$ cat src/rtl/dsd_pkg.sv
// Shared definitions for the team's small arithmetic blocks:
// the serial-adder FSM state encoding and a counter-width helper.
package dsd_pkg;

    typedef enum logic [1:0] {
        IDLE = 2'd0,
        RUN  = 2'd1,
        DONE = 2'd2
    } state_e;

    // Bits needed to count 0..value-1; never less than one bit.
    function automatic int clog2(input int value);
        int bits;
        bits = 0;
        for (int v = value - 1; v > 0; v = v >> 1) begin
            bits++;
        end
        return (bits < 1) ? 1 : bits;
    endfunction

endpackage

$ cat src/rtl/full_adder.sv
// One-bit full adder, purely combinational; reused by several arithmetic blocks.
module full_adder (
    input  logic a,
    input  logic b,
    input  logic cin,
    output logic s,
    output logic cout
);

    assign s    = a ^ b ^ cin;
    assign cout = (a & b) | (a & cin) | (b & cin);

endmodule

$ cat src/rtl/serial_adder.sv
// Bit-serial adder, LSB first: one full-adder slice and a carry flop reused
// over WIDTH cycles; the result is published on a one-cycle done pulse.
module serial_adder
    import dsd_pkg::*;
#(
    parameter int WIDTH = 8
) (
    input  logic             clk,
    input  logic             rst_n,
    input  logic             start,
    input  logic [WIDTH-1:0] a,
    input  logic [WIDTH-1:0] b,
    input  logic             cin,
    output logic             busy,
    output logic             done,
    output logic [WIDTH-1:0] sum,
    output logic             cout
);

    localparam int            CW       = clog2(WIDTH);
    localparam logic [CW-1:0] LAST_BIT = CW'(WIDTH - 1);

    state_e           state_q, state_d;
    logic [WIDTH-1:0] a_sr_q, a_sr_d;
    logic [WIDTH-1:0] b_sr_q, b_sr_d;
    logic [WIDTH-1:0] res_q, res_d;
    logic [WIDTH-1:0] sum_q, sum_d;
    logic             carry_q, carry_d;
    logic             cout_q, cout_d;
    logic [CW-1:0]    cnt_q, cnt_d;

    logic fa_s;
    logic fa_cout;
    logic accept;

    full_adder u_fa (
        .a   (a_sr_q[0]),
        .b   (b_sr_q[0]),
        .cin (carry_q),
        .s   (fa_s),
        .cout(fa_cout)
    );

    // New operands are taken in IDLE and in DONE, never while bits are in flight.
    assign accept = start && (state_q != RUN);

    always_comb begin
        // NOTE: every _d gets its hold value first, so no path through the case can infer a latch.
        state_d = state_q;
        a_sr_d  = a_sr_q;
        b_sr_d  = b_sr_q;
        res_d   = res_q;
        sum_d   = sum_q;
        carry_d = carry_q;
        cout_d  = cout_q;
        cnt_d   = cnt_q;

        unique case (state_q)
            RUN: begin
                a_sr_d  = {1'b0, a_sr_q[WIDTH-1:1]};
                b_sr_d  = {1'b0, b_sr_q[WIDTH-1:1]};
                res_d   = {fa_s, res_q[WIDTH-1:1]};
                carry_d = fa_cout;
                cnt_d   = cnt_q + CW'(1);
                if (cnt_q == LAST_BIT) begin
                    state_d = DONE;
                    sum_d   = res_d;
                    cout_d  = fa_cout;
                end
            end
            DONE:    state_d = IDLE;
            default: state_d = IDLE;
        endcase

        if (accept) begin
            state_d = RUN;
            a_sr_d  = a;
            b_sr_d  = b;
            carry_d = cin;
            cnt_d   = '0;
        end
    end

    always_ff @(posedge clk or negedge rst_n) begin
        // NOTE: the datapath registers are reset too, so an aborted addition leaves nothing behind.
        if (!rst_n) begin
            state_q <= IDLE;
            a_sr_q  <= '0;
            b_sr_q  <= '0;
            res_q   <= '0;
            sum_q   <= '0;
            carry_q <= 1'b0;
            cout_q  <= 1'b0;
            cnt_q   <= '0;
        end else begin
            // NOTE: non-blocking assignments make every register see pre-edge values of the others.
            state_q <= state_d;
            a_sr_q  <= a_sr_d;
            b_sr_q  <= b_sr_d;
            res_q   <= res_d;
            sum_q   <= sum_d;
            carry_q <= carry_d;
            cout_q  <= cout_d;
            cnt_q   <= cnt_d;
        end
    end

    assign busy = (state_q == RUN);
    assign done = (state_q == DONE);
    assign sum  = sum_q;
    assign cout = cout_q;

endmodule

$ cat config.mk
export PLATFORM = sky130hd
export DESIGN_NAME = serial_adder
export DESIGN_NICKNAME = d
export VERILOG_FILES = /design/src/rtl/dsd_pkg.sv /design/src/rtl/full_adder.sv /design/src/rtl/serial_adder.sv
export SDC_FILE = /design/constraint.sdc
export NUM_CORES = 1
export LEC_CHECK = 0
export ABC_AREA = 1
export BUFFER_PORTS_ARGS = -buffer_cell sky130_fd_sc_hd__buf_2
export CAP_MARGIN = 20
export CORE_ASPECT_RATIO = 2
export CORE_MARGIN = 1.5
export CORE_UTILIZATION = 49
export CTS_CLUSTER_DIAMETER = 30
export DETAILED_ROUTE_END_ITERATION = 10
export PLACE_DENSITY = 0.84
export RECOVER_POWER = 25
export SLEW_MARGIN = 20
export SYNTH_ARGS = -nofsm -noshare
export SYNTH_HDL_FRONTEND = slang
export SYNTH_HIERARCHICAL = 1
export SYNTH_SLANG_ARGS = --single-unit
$ cat constraint.sdc
create_clock -name clk -period 1.3 [get_ports clk]
set_clock_uncertainty 0.05 [all_clocks]
set_input_delay 0.13 -clock clk [delete_from_list [all_inputs] [get_ports clk]]
set_output_delay 0.13 -clock clk [all_outputs]
set_load 0.02 [all_outputs]
==> results of run 1 <==
==> sequential cells by signal (all words and copies together), names as in the netlist <==
signal,flops
res_q,7
carry_q,1
b_sr_q,8
cout,1
sum,8
state_q,2
cnt_q,3
a_sr_q,8
==> worst reg2reg max path, stage by stage, from the launching register on <==
cell	delay (ps)
dfrtp_1	360
ha_1	150
ha_2	170
inv_1	70
nor2_4	230
nand2_1	80
nand2_1	70
==> logic make-up (layout without fill, tap and decap cells) <==
kind of cell             after synthesis  after routing
flip-flops                            38             38
AND/OR/NAND/NOR                      114            114
buffers and inverters                 19             56
adder cells (fa/ha/maj)                3              3
AO/OA/AOI/OAI                          8              8
==> path summary, 6_finish.rpt <==
kind                             from         to  slack [ps]  depth (start not counted)
setup / recovery           state_q[1]       busy          40                          3
hold / removal                   b[7]  b_sr_q[7]          30                          3
setup reg to reg             cnt_q[0]     sum[3]          60                          6
hold reg to reg                sum[5]     sum[5]         420                          2
max in group asynchronous       rst_n   cnt_q[2]         450                          3
min in group asynchronous       rst_n  a_sr_q[6]         400                          3
==> power groups by stage <==
stage / combinational [mW] / clock (mW) / sequential [mW]
6_report: 2.00 / 0.813 / 1.97
5_1_grt: 2.26 / 0.881 / 2.03
4_1_cts: 1.94 / 0.843 / 1.98
3_5_place_dp: 1.84 / 0 / 1.99
3_3_place_gp: 1.79 / 0 / 1.98
2_1_floorplan: 1.34 / 0 / 2.10
==> what timing repair did <==
item / in CTS / in global routing
hold buffers: 1 / 0
setup buffers: 1 / 1
hold endpoints to repair: 38 / 0
endpoints found under the setup margin: 12 / 16
resized for setup: 4 / 5
gates cloned: 0 / 0
pin swaps: 1 / 0
==> metrics by stage <==
step	setup WS (ps)	TNS (ps)
detailed placement	-249	-2340
finish	39.5	0
CTS	7.67	0
floorplan	44.4	0
global placement	-142	-1300
global route	-24.5	-105
==> cell type report <==
class / instances / area, um2 / share of cell area, %
sequential: 38 / 951 / 47.9
multi-input combinational: 125 / 614 / 31.0
timing repair buffer: 41 / 262 / 13.2
clock buffer: 7 / 86.3 / 4.35
tap: 31 / 38.8 / 1.96
inverter: 7 / 26.3 / 1.32
clock inverter: 1 / 5.00 / 0.252
==> layer usage <==
layer,vias up,track usage [%],wire [um]
met3,9,5.05,96
met2,35,29.3,1580
met4,0,10.7,78
met5,-,0,0
met1,594,23.3,1290
li1,668,-,-
==> cell usage in the layout (no fill, tap or decap), drive strengths merged <==
| cell | count |
|---|---|
| dlygate4sd3 | 1 |
| a21oi | 1 |
| clkinv | 1 |
| nor2 | 3 |
| ha | 2 |
| clkbuf | 8 |
| fa | 1 |
| buf | 39 |
| dfrtp | 38 |
| inv | 7 |
| nand3 | 52 |
| nand2 | 59 |
| o21ai | 7 |
==> reports/metrics.yaml, run 1 <==
status:
  status: "complete, no violations"
synth:
  synth_top_area_share_pct: 56.8
  synth_area_um2: 1670
  syn_nets: 205
  synth_flop_cell: "dfrtp_1"
  synth_warnings: 6
  syn_inst: 182
  ys_ff_latch: 38
  ys_types: 16
  synth_area_per_cell_um2: 9.20
  yosys.area_share.simple_pct: 30.2
  yosys.area.top_type: "dfrtp_1"
  synth_adder_area_share_pct: 2.69
  synth_compound_area_share_pct: 2.39
  synth_top_family_by_area: "simple AND/OR/NAND/NOR gates"
  synth-xor-area-share_pct: 0
  synthMuxAreaShare_pct: 0
  yosysMostFrequentCell: "nand2_1"
  synthArstFlopShare_pct: 100
  synth_common_cells: "nand2_1, nand3_1, dfrtp_1, buf_4, inv_1"
  synth_area_leaders: "dfrtp_1, nand3_1, nand2_1"
  synth_edf_count: 0
  synth_seq_area_share_pct: 56.8
global_routing:
  grt_pass1_wl_um: 5260
  antenna_found_initial: 0
  grt_remaining_overflow: 0
  grt_start_max_net_pins: 47
  grt_pass1_vias: 1192
  grt.total_usage_pct: 18.9
clock_tree:
  cts_buffers: 5
  root_buffer: "clkbuf_8"
  cts_tree: "yes"
  cts_htree_levels: 2
  cts.reportedPaths.clkPinSlew_ps: 70
  cts_buffer_depth: 2
  worstSkewPairLatency_ps: 290
  cts_sinks: 38
route:
  dr.first_iter.drc_count: 31
  wl_per_cell_um: 12.2
  detail-route-antenna-nets: 0
  vias: 1306
  drcViolationCount: 0
  dr.pass1.iters: 6
  drt_wl_total_um: 3040
  vias_per_cell: 5.22
placement:
  dp_cells: 239
  gp_congestion: 0.770
  postPlaceCellArea_um2: 1840
  io_buffers: 30
  post-dp-hpwl_um: 2010
job:
  maxCapViolCount: 0
sta:
  setup_violations: 0
  slew_viol_final: 0
  grt_setup_unrepaired: "yes"
  slew_headroom_pct: 66.1
  timing.hold.ws_ps: 25.3
  fin_crit_ps: 1260
  max_freq_ghz: 0.793
  worst_pin_slew_ps: 509
  hold_violations: 0
  finalCritPeriodShare_pct: 97.0
die:
  die_w_um: 44.3
  initial_core_util_pct: 51.8
  num_io_pins: 31
  rows: 29
  core_area_um2: 3230
  dieArea_um2: 3800
  fp.dieH_um: 85.7
power_and_ir_drop:
  power.leakage_nw: 1.05
  pwr-share-clk_pct: 17.0
  netSwitchingFraction_pct: 38.9
  share_comb_of_total_power_pct: 41.8
  p_int_mw: 2.93
  power_mw: 4.79
  power_density_nw_per_um2: 2420
  peakVddDrop_uv: 1550
  seq_power_share_pct: 41.2
  switchingPower_mw: 1.86
setup_path:
  crit_top_cell: "buf_4"
  cp_data_required_time_ps: 1120
  crit_arrival_ps: 1080
  path_buf_inv: 2
  crit_chain: "buf_4 -> nor2_4 -> buf_4"
  critPathKind: "reg2out"
  cp-start-kind: "flip-flop"
  crit_path_end_kind: "primary output"
  critPathMaxFanout: 2
  critPathSlowestCell: "dfrtp_1"
  slowest_delay_ps: 400
  cp_top_family: "flip-flops"
cells_and_area:
  nets: 241
  area_delta_synth_final_pct: 18.5
  final_core_util_pct: 61.4
  antenna_cells: 0
  final_area_um2: 1980
  fillers: 285
  drive_gt1_share_pct: 24.2
  instances_no_fill: 250
min_path:
  worst_hold_path_type: "in2reg"
(Power assumes the default switching activity.)
==> run 2, diff against run 1 <==
--- a/config.mk
+++ b/config.mk
@@ -8,7 +8,7 @@
 export ABC_AREA = 1
 export BUFFER_PORTS_ARGS = -buffer_cell sky130_fd_sc_hd__buf_2
 export CAP_MARGIN = 20
-export CORE_ASPECT_RATIO = 2
+export CORE_ASPECT_RATIO = 0.9
 export CORE_MARGIN = 1.5
 export CORE_UTILIZATION = 49
 export CTS_CLUSTER_DIAMETER = 30
==> run 2 against run 1 <==
  * Non-clock buffer count is 2 higher
  * Utilization is 1.0 points higher
  * Power is 1.9% lower
  * Wire length is 2.5% higher
  * Sequential share of layout area is 0.21 points higher
  * Worst setup slack worse by 0.92 ps
  * Fmax hardly changed
  * First-iteration DRC count is 94% higher
  * Combinational power hardly changed
  * Critical path type unchanged
==> reports/metrics.yaml, run 2 (same netlist as run 1, synthesis figures left out) <==
global_routing:
  grt_remaining_overflow: 0  # unchanged
  grt_pass1_vias: 1242  # was 1,192
  grt_start_max_net_pins: 47  # unchanged
  grt.total_usage_pct: 19.2  # was 18.9%
  grt_pass1_wl_um: 5350  # was 5260 um
  antenna_found_initial: 0  # unchanged
cells_and_area:
  instances_no_fill: 262  # was 250
  regArea_um2: 951  # unchanged
  final_cell_mix: "nand2_1, nand3_1, dfrtp_1"  # unchanged
  antenna_cells: 0  # unchanged
  fillers: 277  # was 285
  drive_gt1_share_pct: 23.6  # was 24.2%
  final_core_util_pct: 62.4  # was 61.4%
  nets: 243  # was 241
  area_delta_synth_final_pct: 17.9  # was 18.5%
  multiInputGateArea_um2: 612  # was 614 um2
  final_common_cell: "nand2_1"  # unchanged
setup_path:
  crit_top_cell: "buf_4"  # unchanged
  crit_path_end_kind: "primary output"  # unchanged
  critPathMaxFanout: 3  # was 2
  crit_arrival_ps: 1080  # about the same
  r2r_setup_slack_ps: 70  # was 60 ps
  cp_top_family: "flip-flops"  # unchanged
  cp-start-kind: "flip-flop"  # unchanged
  reg2reg_depth: 6  # unchanged
  r2r-start: "cnt_q[0]"  # unchanged
  critPathSlowestCell: "dfrtp_1"  # unchanged
  crit_chain: "buf_4 -> nor2_4 -> buf_4"  # unchanged
  cp-startpoint: "state_q[1]"  # unchanged
  slowest_delay_ps: 390  # was 400 ps
  crit_cells: 3  # unchanged
  critPathKind: "reg2out"  # unchanged
  crit_end: "busy"  # unchanged
  r2r-end: "sum[0]"  # was sum[3]
  cp_data_required_time_ps: 1120  # about the same
  path_buf_inv: 2  # unchanged
clock_tree:
  cts_buffer_depth: 2  # unchanged
  cts.reportedPaths.clkPinSlew_ps: 70  # about the same
  root_buffer: "clkbuf_8"  # unchanged
  worstSkewPairLatency_ps: 290  # about the same
  cts_sinks: 38  # unchanged
  cts_tree: "yes"  # unchanged
  cts_htree_levels: 2  # unchanged
  cts_buffers: 5  # unchanged
route:
  drcViolationCount: 0  # unchanged
  vias_per_cell: 5.06  # was 5.22
  detail-route-antenna-nets: 0  # unchanged
  dr.pass1.iters: 4  # was 6
  wl_per_cell_um: 11.9  # was 12.2 um
  vias: 1325  # was 1,306
  drt_wl_total_um: 3120  # was 3040 um
  dr.first_iter.drc_count: 60  # was 31
power_and_ir_drop:
  p_int_mw: 2.85  # was 2.93 mW
  power_density_nw_per_um2: 2380  # was 2420 nW/um2
  pwr-share-clk_pct: 15.7  # was 17.0%
  switchingPower_mw: 1.84  # was 1.86 mW
  seq_power_share_pct: 41.9  # was 41.2%
  share_comb_of_total_power_pct: 42.4  # was 41.8%
  netSwitchingFraction_pct: 39.2  # was 38.9%
  power_mw: 4.70  # was 4.79 mW
  peakVddDrop_uv: 1030  # was 1550 uV
  power.leakage_nw: 1.04  # was 1.05 nW
min_path:
  worst_hold_path_type: "in2reg"  # unchanged
  hp-start: "a[3]"  # was b[7]
sta:
  timing.hold.ws_ps: 18.4  # was 25.3 ps
  grt_setup_unrepaired: "yes"  # unchanged
  max_freq_ghz: 0.793  # about the same
  worst_pin_slew_ps: 428  # was 509 ps
  hold_violations: 0  # unchanged
  fin_crit_ps: 1260  # about the same
  finalCritPeriodShare_pct: 97.0  # about the same
  setup_violations: 0  # unchanged
  slew_headroom_pct: 71.5  # was 66.1%
  slew_viol_final: 0  # unchanged
  setup-tns-final_ps: 0  # unchanged
placement:
  gp_congestion: 0.766  # was 0.770
  post-dp-hpwl_um: 2130  # was 2010 um
  dp_cells: 252  # was 239
  io_buffers: 30  # unchanged
job:
  maxCapViolCount: 0  # unchanged
die:
  rows: 19  # was 29
  core_area_um2: 3160  # was 3230 um2
  num_io_pins: 31  # unchanged
  initial_core_util_pct: 52.9  # was 51.8%
  dieArea_um2: 3780  # was 3800 um2
  fp.dieH_um: 58.5  # was 85.7 um
  die_w_um: 64.6  # was 44.3 um
status:
  status: "complete, no violations"  # unchanged
-- run 2: changes by cell type in the layout (fill, tap and decap cells not counted) --
cell      change
buf_4         +4
buf_12        -1
buf_2         -1
buf_8         -1
clkbuf_1      +1
clkbuf_2      +1
clkbuf_8      -1
clkinv_2      -1
ha_1          +1
ha_2          -1
-- run 2: routing by layer --
metal,share of wire [%],track usage (%)
met1,44,23.8
met3,5.2,4.78
met2,49,31.0
met4,2.3,11.6
met5,0,0
-- run 2: tightest hold or removal path, delay by kind of cell --
kind                   cells  cell delay (ps)
and+or+nand+nor            2              120
buffers and inverters      1               70
-- run 2: worst min-delay path by stage --
stage,endpoint,depth (start not counted)
2_1_floorplan,a_sr_q[0],0
3_3_place_gp,sum[4],1
3_5_place_dp,sum[4],1
4_1_cts,a_sr_q[3],3
5_1_grt,b_sr_q[2],3
6_report,a_sr_q[3],3
-- run 2: layout make-up --
type,instances,share of cell area (%)
multi-input combinational,125,31.0
tap,42,2.66
timing repair buffer,43,13.0
sequential,38,48.2
clock buffer,7,3.87
inverter,7,1.33
-- run 2: per-stage QoR --
step,cell area (um2),setup WS (ps)
6_report,1970,38.5
5_1_grt,1970,-0.631
4_1_cts,1970,26.7
3_5_place_dp,1860,-219
3_3_place_gp,1860,-176
2_1_floorplan,1670,44.4
-- run 2: power by group through the flow --
stage / Clock, mW / Sequential, mW / Combinational [mW]
2_1_floorplan: 0 / 2.10 / 1.34
3_3_place_gp: 0 / 1.96 / 1.81
3_5_place_dp: 0 / 1.99 / 1.86
4_1_cts: 0.760 / 1.97 / 1.95
5_1_grt: 0.809 / 2.03 / 2.25
6_report: 0.739 / 1.97 / 1.99
-- run 2: what timing repair did --
action | 4_1_cts | 5_1_grt
cloned | 0 | 0
gates resized for setup | 4 | 2
pin swaps | 1 | 1
endpoints found under the setup margin | 12 | 30
endpoints found under the hold margin | 17 | 0
setup buffers | 1 | 1
hold buffers | 1 | 0
